## config.mk

```make
export PLATFORM = sky130hd
export DESIGN_NAME = alu_packet_parser
export DESIGN_NICKNAME = d
export VERILOG_FILES = /design/src/rtl/alu_packet_parser.sv
export SDC_FILE = /design/constraint.sdc
export NUM_CORES = 1
export LEC_CHECK = 0
export BUFFER_PORTS_ARGS = -buffer_cell sky130_fd_sc_hd__buf_2
export CAP_MARGIN = 20
export CORE_MARGIN = 2
export CORE_UTILIZATION = 54
export CTS_BUF_LIST = sky130_fd_sc_hd__clkbuf_4
export CTS_CLUSTER_DIAMETER = 40
export DETAILED_ROUTE_END_ITERATION = 12
export GPL_TIMING_DRIVEN = 0
export PLACE_DENSITY = 0.76
export SLEW_MARGIN = 30
export SYNTH_ARGS = -nofsm -noshare
export SYNTH_HDL_FRONTEND = slang
export SYNTH_SLANG_ARGS = --single-unit
```

## constraint.sdc

```tcl
create_clock -name clk_i -period 2.2 [get_ports clk_i]
set_input_delay 0.44 -clock clk_i [delete_from_list [all_inputs] [get_ports clk_i]]
set_output_delay 0.44 -clock clk_i [all_outputs]
set_load 0.05 [all_outputs]
```

## src/rtl/alu_packet_parser.sv

```systemverilog
// alu_packet_parser
// Byte-stream front end for the ALU. Parses a header of opcode, reserved
// byte and 16-bit little-endian length, where the length counts the whole
// packet. The payload is then either:
//   - assembled into 32-bit little-endian operands (ADD/MUL/DIV),
//   - forwarded untouched on the echo stream, or
//   - discarded, with a one-cycle error pulse.
module alu_packet_parser #(
    parameter int                    DATA_WIDTH    = 8,
    parameter int                    OPERAND_WIDTH = 32,
    parameter logic [DATA_WIDTH-1:0] ECHO_OPCODE   = 8'hEC
) (
    input  logic                     clk_i,
    input  logic                     reset_i,
    input  logic [DATA_WIDTH-1:0]    s_axis_tdata,
    input  logic                     s_axis_tvalid,
    output logic                     s_axis_tready,
    output logic [OPERAND_WIDTH-1:0] m_op_tdata,
    output logic                     m_op_tvalid,
    input  logic                     m_op_tready,
    output logic                     m_op_tfirst,
    output logic                     m_op_tlast,
    output logic [1:0]               m_op_code,
    output logic [DATA_WIDTH-1:0]    m_echo_tdata,
    output logic                     m_echo_tvalid,
    input  logic                     m_echo_tready,
    output logic                     m_echo_tlast,
    output logic                     err_opcode_o,
    output logic                     err_len_o
);

    // Parser states
    localparam logic [2:0] ST_OPCODE   = 3'd0;
    localparam logic [2:0] ST_RESERVED = 3'd1;
    localparam logic [2:0] ST_LEN_LSB  = 3'd2;
    localparam logic [2:0] ST_LEN_MSB  = 3'd3;
    localparam logic [2:0] ST_ECHO     = 3'd4;
    localparam logic [2:0] ST_OPERAND  = 3'd5;
    localparam logic [2:0] ST_DISCARD  = 3'd6;

    // Registered state
    logic [2:0]                state_r;
    logic [DATA_WIDTH-1:0]     opcode_r;
    logic [7:0]                len_lsb_r;
    logic [15:0]               rem_r;
    logic [1:0]                byte_cnt_r;
    logic [3*DATA_WIDTH-1:0]   asm_r;
    logic                      first_pend_r;
    logic [OPERAND_WIDTH-1:0]  op_data_r;
    logic                      op_valid_r;
    logic                      op_first_r;
    logic                      op_last_r;
    logic [1:0]                op_code_r;
    logic                      err_opcode_r;
    logic                      err_len_r;

    // Next-state values
    logic [2:0]                nxt_state_s;
    logic [DATA_WIDTH-1:0]     nxt_opcode_s;
    logic [7:0]                nxt_len_lsb_s;
    logic [15:0]               nxt_rem_s;
    logic [1:0]                nxt_byte_cnt_s;
    logic [3*DATA_WIDTH-1:0]   nxt_asm_s;
    logic                      nxt_first_pend_s;
    logic [OPERAND_WIDTH-1:0]  nxt_op_data_s;
    logic                      nxt_op_valid_s;
    logic                      nxt_op_first_s;
    logic                      nxt_op_last_s;
    logic [1:0]                nxt_op_code_s;
    logic                      nxt_err_opcode_s;
    logic                      nxt_err_len_s;

    // Helper decode
    logic                      ready_s;
    logic                      accept_s;
    logic [15:0]               len_s;
    logic [15:0]               rem_calc_s;
    logic [15:0]               rem_dec_s;
    logic                      len_short_s;
    logic                      rem_zero_s;
    logic                      rem_bad_s;
    logic                      is_echo_s;
    logic                      is_arith_s;
    logic [OPERAND_WIDTH-1:0]  word_s;

    assign accept_s    = s_axis_tvalid & ready_s;
    assign len_s       = {s_axis_tdata[7:0], len_lsb_r};
    assign len_short_s = (len_s < 16'd4);
    assign rem_calc_s  = len_short_s ? 16'd0 : (len_s - 16'd4);
    assign rem_zero_s  = (rem_calc_s == 16'd0);
    assign rem_bad_s   = (rem_calc_s < 16'd8) || (rem_calc_s[1:0] != 2'b00);
    // The remaining count saturates at zero instead of wrapping
    assign rem_dec_s   = (rem_r == 16'd0) ? 16'd0 : (rem_r - 16'd1);
    assign is_echo_s   = (opcode_r == ECHO_OPCODE);
    // Opcodes 1..3 select ADD/MUL/DIV; upper bits must be clear
    assign is_arith_s  = (opcode_r[DATA_WIDTH-1:2] == '0) && (opcode_r[1:0] != 2'b00);
    // Fourth byte completes the little-endian word together with bytes 0..2
    assign word_s      = {s_axis_tdata, asm_r};

    // Input ready: echo mirrors the TX side, operand stalls only the word-completing byte
    always_comb begin
        ready_s = 1'b0;
        case (state_r)
            ST_OPCODE, ST_RESERVED, ST_LEN_LSB, ST_LEN_MSB: begin
                ready_s = 1'b1;
            end
            ST_ECHO: begin
                ready_s = m_echo_tready;
            end
            ST_OPERAND: begin
                if ((byte_cnt_r == 2'd3) && op_valid_r && !m_op_tready) begin
                    ready_s = 1'b0;
                end else begin
                    ready_s = 1'b1;
                end
            end
            ST_DISCARD: begin
                ready_s = 1'b1;
            end
            default: begin
                ready_s = 1'b0;
            end
        endcase
    end

    // Parser next-state, operand assembly and output-register update
    always_comb begin
        nxt_state_s      = state_r;
        nxt_opcode_s     = opcode_r;
        nxt_len_lsb_s    = len_lsb_r;
        nxt_rem_s        = rem_r;
        nxt_byte_cnt_s   = byte_cnt_r;
        nxt_asm_s        = asm_r;
        nxt_first_pend_s = first_pend_r;
        nxt_op_data_s    = op_data_r;
        nxt_op_first_s   = op_first_r;
        nxt_op_last_s    = op_last_r;
        nxt_op_code_s    = op_code_r;
        nxt_err_opcode_s = 1'b0;
        nxt_err_len_s    = 1'b0;

        // A held operand drops once taken; a reload below overrides this
        if (op_valid_r && m_op_tready) begin
            nxt_op_valid_s = 1'b0;
        end else begin
            nxt_op_valid_s = op_valid_r;
        end

        case (state_r)
            ST_OPCODE: begin
                if (accept_s) begin
                    nxt_opcode_s = s_axis_tdata;
                    nxt_state_s  = ST_RESERVED;
                end else begin
                    nxt_state_s  = ST_OPCODE;
                end
            end
            ST_RESERVED: begin
                if (accept_s) begin
                    nxt_state_s = ST_LEN_LSB;
                end else begin
                    nxt_state_s = ST_RESERVED;
                end
            end
            ST_LEN_LSB: begin
                if (accept_s) begin
                    nxt_len_lsb_s = s_axis_tdata[7:0];
                    nxt_state_s   = ST_LEN_MSB;
                end else begin
                    nxt_state_s   = ST_LEN_LSB;
                end
            end
            ST_LEN_MSB: begin
                if (accept_s) begin
                    nxt_rem_s      = rem_calc_s;
                    nxt_byte_cnt_s = 2'd0;
                    nxt_err_len_s  = len_short_s;
                    if (is_echo_s) begin
                        nxt_state_s = rem_zero_s ? ST_OPCODE : ST_ECHO;
                    end else if (is_arith_s) begin
                        if (rem_bad_s) begin
                            nxt_err_len_s = 1'b1;
                            nxt_state_s   = rem_zero_s ? ST_OPCODE : ST_DISCARD;
                        end else begin
                            nxt_first_pend_s = 1'b1;
                            nxt_state_s      = ST_OPERAND;
                        end
                    end else begin
                        nxt_err_opcode_s = 1'b1;
                        nxt_state_s      = rem_zero_s ? ST_OPCODE : ST_DISCARD;
                    end
                end else begin
                    nxt_state_s = ST_LEN_MSB;
                end
            end
            ST_ECHO: begin
                if (accept_s) begin
                    nxt_rem_s = rem_dec_s;
                    if (rem_r == 16'd1) begin
                        nxt_state_s = ST_OPCODE;
                    end else begin
                        nxt_state_s = ST_ECHO;
                    end
                end else begin
                    nxt_state_s = ST_ECHO;
                end
            end
            ST_OPERAND: begin
                if (accept_s) begin
                    nxt_rem_s = rem_dec_s;
                    if (byte_cnt_r == 2'd3) begin
                        nxt_op_data_s    = word_s;
                        nxt_op_valid_s   = 1'b1;
                        nxt_op_first_s   = first_pend_r;
                        nxt_op_last_s    = (rem_r == 16'd1);
                        nxt_op_code_s    = opcode_r[1:0];
                        nxt_first_pend_s = 1'b0;
                        nxt_byte_cnt_s   = 2'd0;
                        if (rem_r == 16'd1) begin
                            nxt_state_s = ST_OPCODE;
                        end else begin
                            nxt_state_s = ST_OPERAND;
                        end
                    end else begin
                        nxt_byte_cnt_s = byte_cnt_r + 2'd1;
                        case (byte_cnt_r)
                            2'd0:    nxt_asm_s[DATA_WIDTH-1:0]              = s_axis_tdata;
                            2'd1:    nxt_asm_s[2*DATA_WIDTH-1:DATA_WIDTH]   = s_axis_tdata;
                            2'd2:    nxt_asm_s[3*DATA_WIDTH-1:2*DATA_WIDTH] = s_axis_tdata;
                            default: nxt_asm_s                              = asm_r;
                        endcase
                    end
                end else begin
                    nxt_state_s = ST_OPERAND;
                end
            end
            ST_DISCARD: begin
                if (accept_s) begin
                    nxt_rem_s = rem_dec_s;
                    if (rem_r == 16'd1) begin
                        nxt_state_s = ST_OPCODE;
                    end else begin
                        nxt_state_s = ST_DISCARD;
                    end
                end else begin
                    nxt_state_s = ST_DISCARD;
                end
            end
            default: begin
                nxt_state_s = ST_OPCODE;
            end
        endcase
    end

    // State and output registers with synchronous reset
    always_ff @(posedge clk_i) begin
        if (reset_i) begin
            state_r      <= ST_OPCODE;
            opcode_r     <= '0;
            len_lsb_r    <= 8'd0;
            rem_r        <= 16'd0;
            byte_cnt_r   <= 2'd0;
            asm_r        <= '0;
            first_pend_r <= 1'b0;
            op_data_r    <= '0;
            op_valid_r   <= 1'b0;
            op_first_r   <= 1'b0;
            op_last_r    <= 1'b0;
            op_code_r    <= 2'd0;
            err_opcode_r <= 1'b0;
            err_len_r    <= 1'b0;
        end else begin
            state_r      <= nxt_state_s;
            opcode_r     <= nxt_opcode_s;
            len_lsb_r    <= nxt_len_lsb_s;
            rem_r        <= nxt_rem_s;
            byte_cnt_r   <= nxt_byte_cnt_s;
            asm_r        <= nxt_asm_s;
            first_pend_r <= nxt_first_pend_s;
            op_data_r    <= nxt_op_data_s;
            op_valid_r   <= nxt_op_valid_s;
            op_first_r   <= nxt_op_first_s;
            op_last_r    <= nxt_op_last_s;
            op_code_r    <= nxt_op_code_s;
            err_opcode_r <= nxt_err_opcode_s;
            err_len_r    <= nxt_err_len_s;
        end
    end

    assign s_axis_tready = ready_s;
    assign m_op_tdata    = op_data_r;
    assign m_op_tvalid   = op_valid_r;
    assign m_op_tfirst   = op_first_r;
    assign m_op_tlast    = op_last_r;
    assign m_op_code     = op_code_r;
    // Echo is a zero-latency pass-through of the input stream
    assign m_echo_tdata  = s_axis_tdata;
    assign m_echo_tvalid = (state_r == ST_ECHO) && s_axis_tvalid;
    assign m_echo_tlast  = (state_r == ST_ECHO) && (rem_r == 16'd1);
    assign err_opcode_o  = err_opcode_r;
    assign err_len_o     = err_len_r;

endmodule

```

==> metrics.cfg <==
[place]
io_buffers = 57
dpl-instance-area_sq_um = 5170
post-place-ws_ns = -0.377
gp_congestion = 0.920
dpl.hpwl_um = 8490

[sta]
final-hold-violation-count = 0
finalMaxSlewViolations = 0
fmax_ghz = 0.471
finalSetupViolations = 0
worst_pin_slew_ns = 0.911
period_needed_ns = 2.12
timing.final.crit_share_pct = 96.6
maxSlewHeadroom_pct = 38.8
skew_ns = 0.0191
setup_slack_ns = 0.0751
rsz0062_at_grt = true

[layout]
areaGrowthSynthToFinish_pct = 18.6
nNetsFinal = 693
drive_gt1_share_pct = 23.2
antenna_cells = 0
utilization_pct = 65.1
finalInstanceArea_sq_um = 5620

[critical_path]
critical_path_required_ns = 1.76
crit_path_max_fanout = 4
worstPathCellList = nor3_4 > nand2_2 > nor4_4 > buf_6
rr_worst_depth = 9
path_class = reg2out
crit_slowest_cell = dfxtp_2
setup.worst_path.end_class = output port
cp-start-kind = register
arrival_ns = 1.68
cp_slowest_stage_delay_ns = 0.38

[worst_hold_path]
hold_path_depth = 3
min_path_type = in2reg

[power]
p_sw_mw = 1.11
fin_total_pwr_mw = 3.46
powerDensity_nw_per_um2 = 615
pwr-share-clk_pct = 30.7
p_leak_nw = 2.16
pwr-share-comb_pct = 14.5
seqPwrFrac_pct = 54.8
switching_share_pct = 32.0
cell_internal_pwr_mw = 2.35
ir_worst_vdd_uv = 433

[route]
drt_iter0_markers = 369
drt-pass1-iter-count = 5
wire_per_inst_um = 15.7
viasPerCell = 5.69
ant_nets = 0
drc = 0
vias = 4471
routed_wl_um = 12400

[yosys]
netlist_area_sq_um = 4740
synth-edff-count = 0
synthFlopType = dfxtp_1
synth_sequential_area_ratio_pct = 42.6
synth.distinct_cells = 57
synth.ff_latch_count = 101
syn_nets = 614
syn_inst = 594
avgSynthCellArea_sq_um = 7.98
async_flop_share_pct = 0
ys_warn_count = 0

[global_routing]
grt-busiest-layer = met2
grt_pass1_wl_um = 19800
grtUsageTotal_pct = 25.4
use_met2_pct = 42.8
antenna_found_initial = 0
grt_pass1_vias = 4141
grtUsageMet1_pct = 32.8
grt_max_degree = 23
grt-ovfl-total = 0
use_met3_pct = 4.89

[die]
die_w_um = 97.7
core-area_sq_um = 8640
dieHeight_um = 97.7
row_count = 34
die_area_sq_um = 9550
io_pins = 63
initial_core_util_pct = 54.9

[clocking]
cts_made_buffers = 9
htreeDepth = 3
path_clk_slew_ns = 0.19
clockRootBuffer = clkbuf_4
clock-sinks = 101
cts_tree = yes
clock_latency_ns = 0.48
holdBufCountCts = 0
clock_path_buffers = 2

[flow_run]
maxCapViolations = 0

[outcome]
status = complete, no violations

-- layer usage --
layer  wire (um)  up-vias  share of wire (%)
met4         188        0                1.5
li1            -     2190                  -
met1        5480     2081                 44
met5           0        -                  0
met2        5870      171                 47
met3         818       29                6.6
-- cells by family after synthesis --
logic type               after synthesis  synth area share, %
multiplexers                          31                 6.54
XOR/XNOR                               9                 1.66
adder cells (fa/ha/maj)                7                 1.85
flip-flops                           101                 42.6
AO/OA/AOI/OAI                        127                 15.8
buffers and inverters                 58                 6.86
AND/OR/NAND/NOR                      261                 24.6
-- timing repair --
action / in CTS / in global routing
setup buffers: 3 / 12
gates resized for setup: 30 / 23
endpoints found under the setup margin: 59 / 37
pin swaps: 5 / 10
-- cells in the mapped netlist, types with 2 or more instances --
cell	number	area, sq um
nor2b_1	2	12.5
nand3b_1	2	15.0
or4_1	3	22.5
o211ai_1	2	15.0
o21a_1	2	15.0
inv_1	9	33.8
clkbuf_1	25	93.8
o32ai_1	5	43.8
buf_4	10	75.1
a31oi_1	3	18.8
buf_2	5	25.0
mux2i_1	31	310
nor3_1	16	80.1
clkbuf_8	3	41.3
nor3_2	3	30.0
a22oi_1	11	82.6
o31ai_1	2	15.0
o21ai_0	26	130
nor2_1	75	282
buf_6	4	45.0
ha_1	7	87.6
and3_1	2	12.5
a21oi_1	58	290
and2_1	4	25.0
nand3_1	15	75.1
nand2_1	113	424
nand2b_1	5	31.3
nor4_1	7	43.8
nand4_1	3	18.8
dfxtp_1	101	2020
xor2_1	3	26.3
o22ai_1	6	37.5
xnor2_1	6	52.6
nor4b_1	2	17.5
-- power by group through the flow --
stage / sequential (mW) / combinational [mW] / clock (mW)
final: 1.90 / 0.501 / 1.06
after global routing: 1.90 / 0.541 / 1.13
after CTS: 1.89 / 0.445 / 1.07
after detailed placement: 1.92 / 0.427 / 0
after global placement: 1.92 / 0.420 / 0
after floorplan: 1.92 / 0.326 / 0
-- stage by stage --
| step | hold WS [ns] | TNS (ns) | instances |
|---|---|---|---|
| 4_1_cts | 0.219 | 0 | 776 |
| 6_report | 0.223 | 0 | 786 |
| 3_3_place_gp | 0.439 | -13.97 | 759 |
| 5_1_grt | 0.213 | -0.0655 | 786 |
| 3_5_place_dp | 0.445 | -15.52 | 759 |
| 2_1_floorplan | 0.431 | 0 | 594 |
-- area by class of cell --
type | count | area (sq um)
fillers | 739 | 3010
multi-input cells | 435 | 2540
flip-flops and latches | 101 | 2040
repair buffers | 72 | 419
plain buffers | 45 | 292
well taps | 108 | 135
clock inverters | 7 | 96.3
clock buffers | 9 | 67.6
inverters | 9 | 33.8
-- final timing paths --
kind | startpoint | end | slack (ns)
max | rem_r[7] | m_echo_tlast | 0.08
min | s_axis_tdata[3] | opcode_r[3] | 0.22
max reg2reg | len_lsb_r[3] | state_r[0] | 0.08
min reg2reg | m_op_tdata[27] | m_op_tdata[27] | 0.46
-- cells in the final DEF, fill, tap and decap left out, types with 3 or more instances in the layout --
master    instances
buf_6             5
xnor2_1           6
o22ai_1           6
nand3_1          13
a22oi_1          11
buf_2            60
nor4_1            4
xor2_1            3
clkbuf_1         19
nor3_2            4
clkinv_8          3
nor2_1           71
ha_1              6
inv_1             9
nand2b_1          5
a21oi_1          57
clkbuf_8          4
or4_1             3
nor3_1           13
o32ai_1           5
buf_4            25
nand4_1           3
dfxtp_2          10
mux2i_1          30
nand2_2           4
clkbuf_4         11
nand2_1         109
o21ai_0          25
nor2_4            3
dfxtp_1          90
and2_1            4
-- sequential cells by signal, summed over array words and instances (netlist names), 2 cells and up --
signal / flops
m_op_tdata: 32
asm_r: 24
rem_r: 16
len_lsb_r: 8
opcode_r: 8
state_r: 3
byte_cnt_r: 2
m_op_code: 2
-- critical path, delay by kind of cell, from the launching register on --
family	cells	cell delay (ns)
DFF	1	0.38
buffers and inverters	1	0.20
and+or+nand+nor	3	0.63
Power figures use the tool's default switching activity.
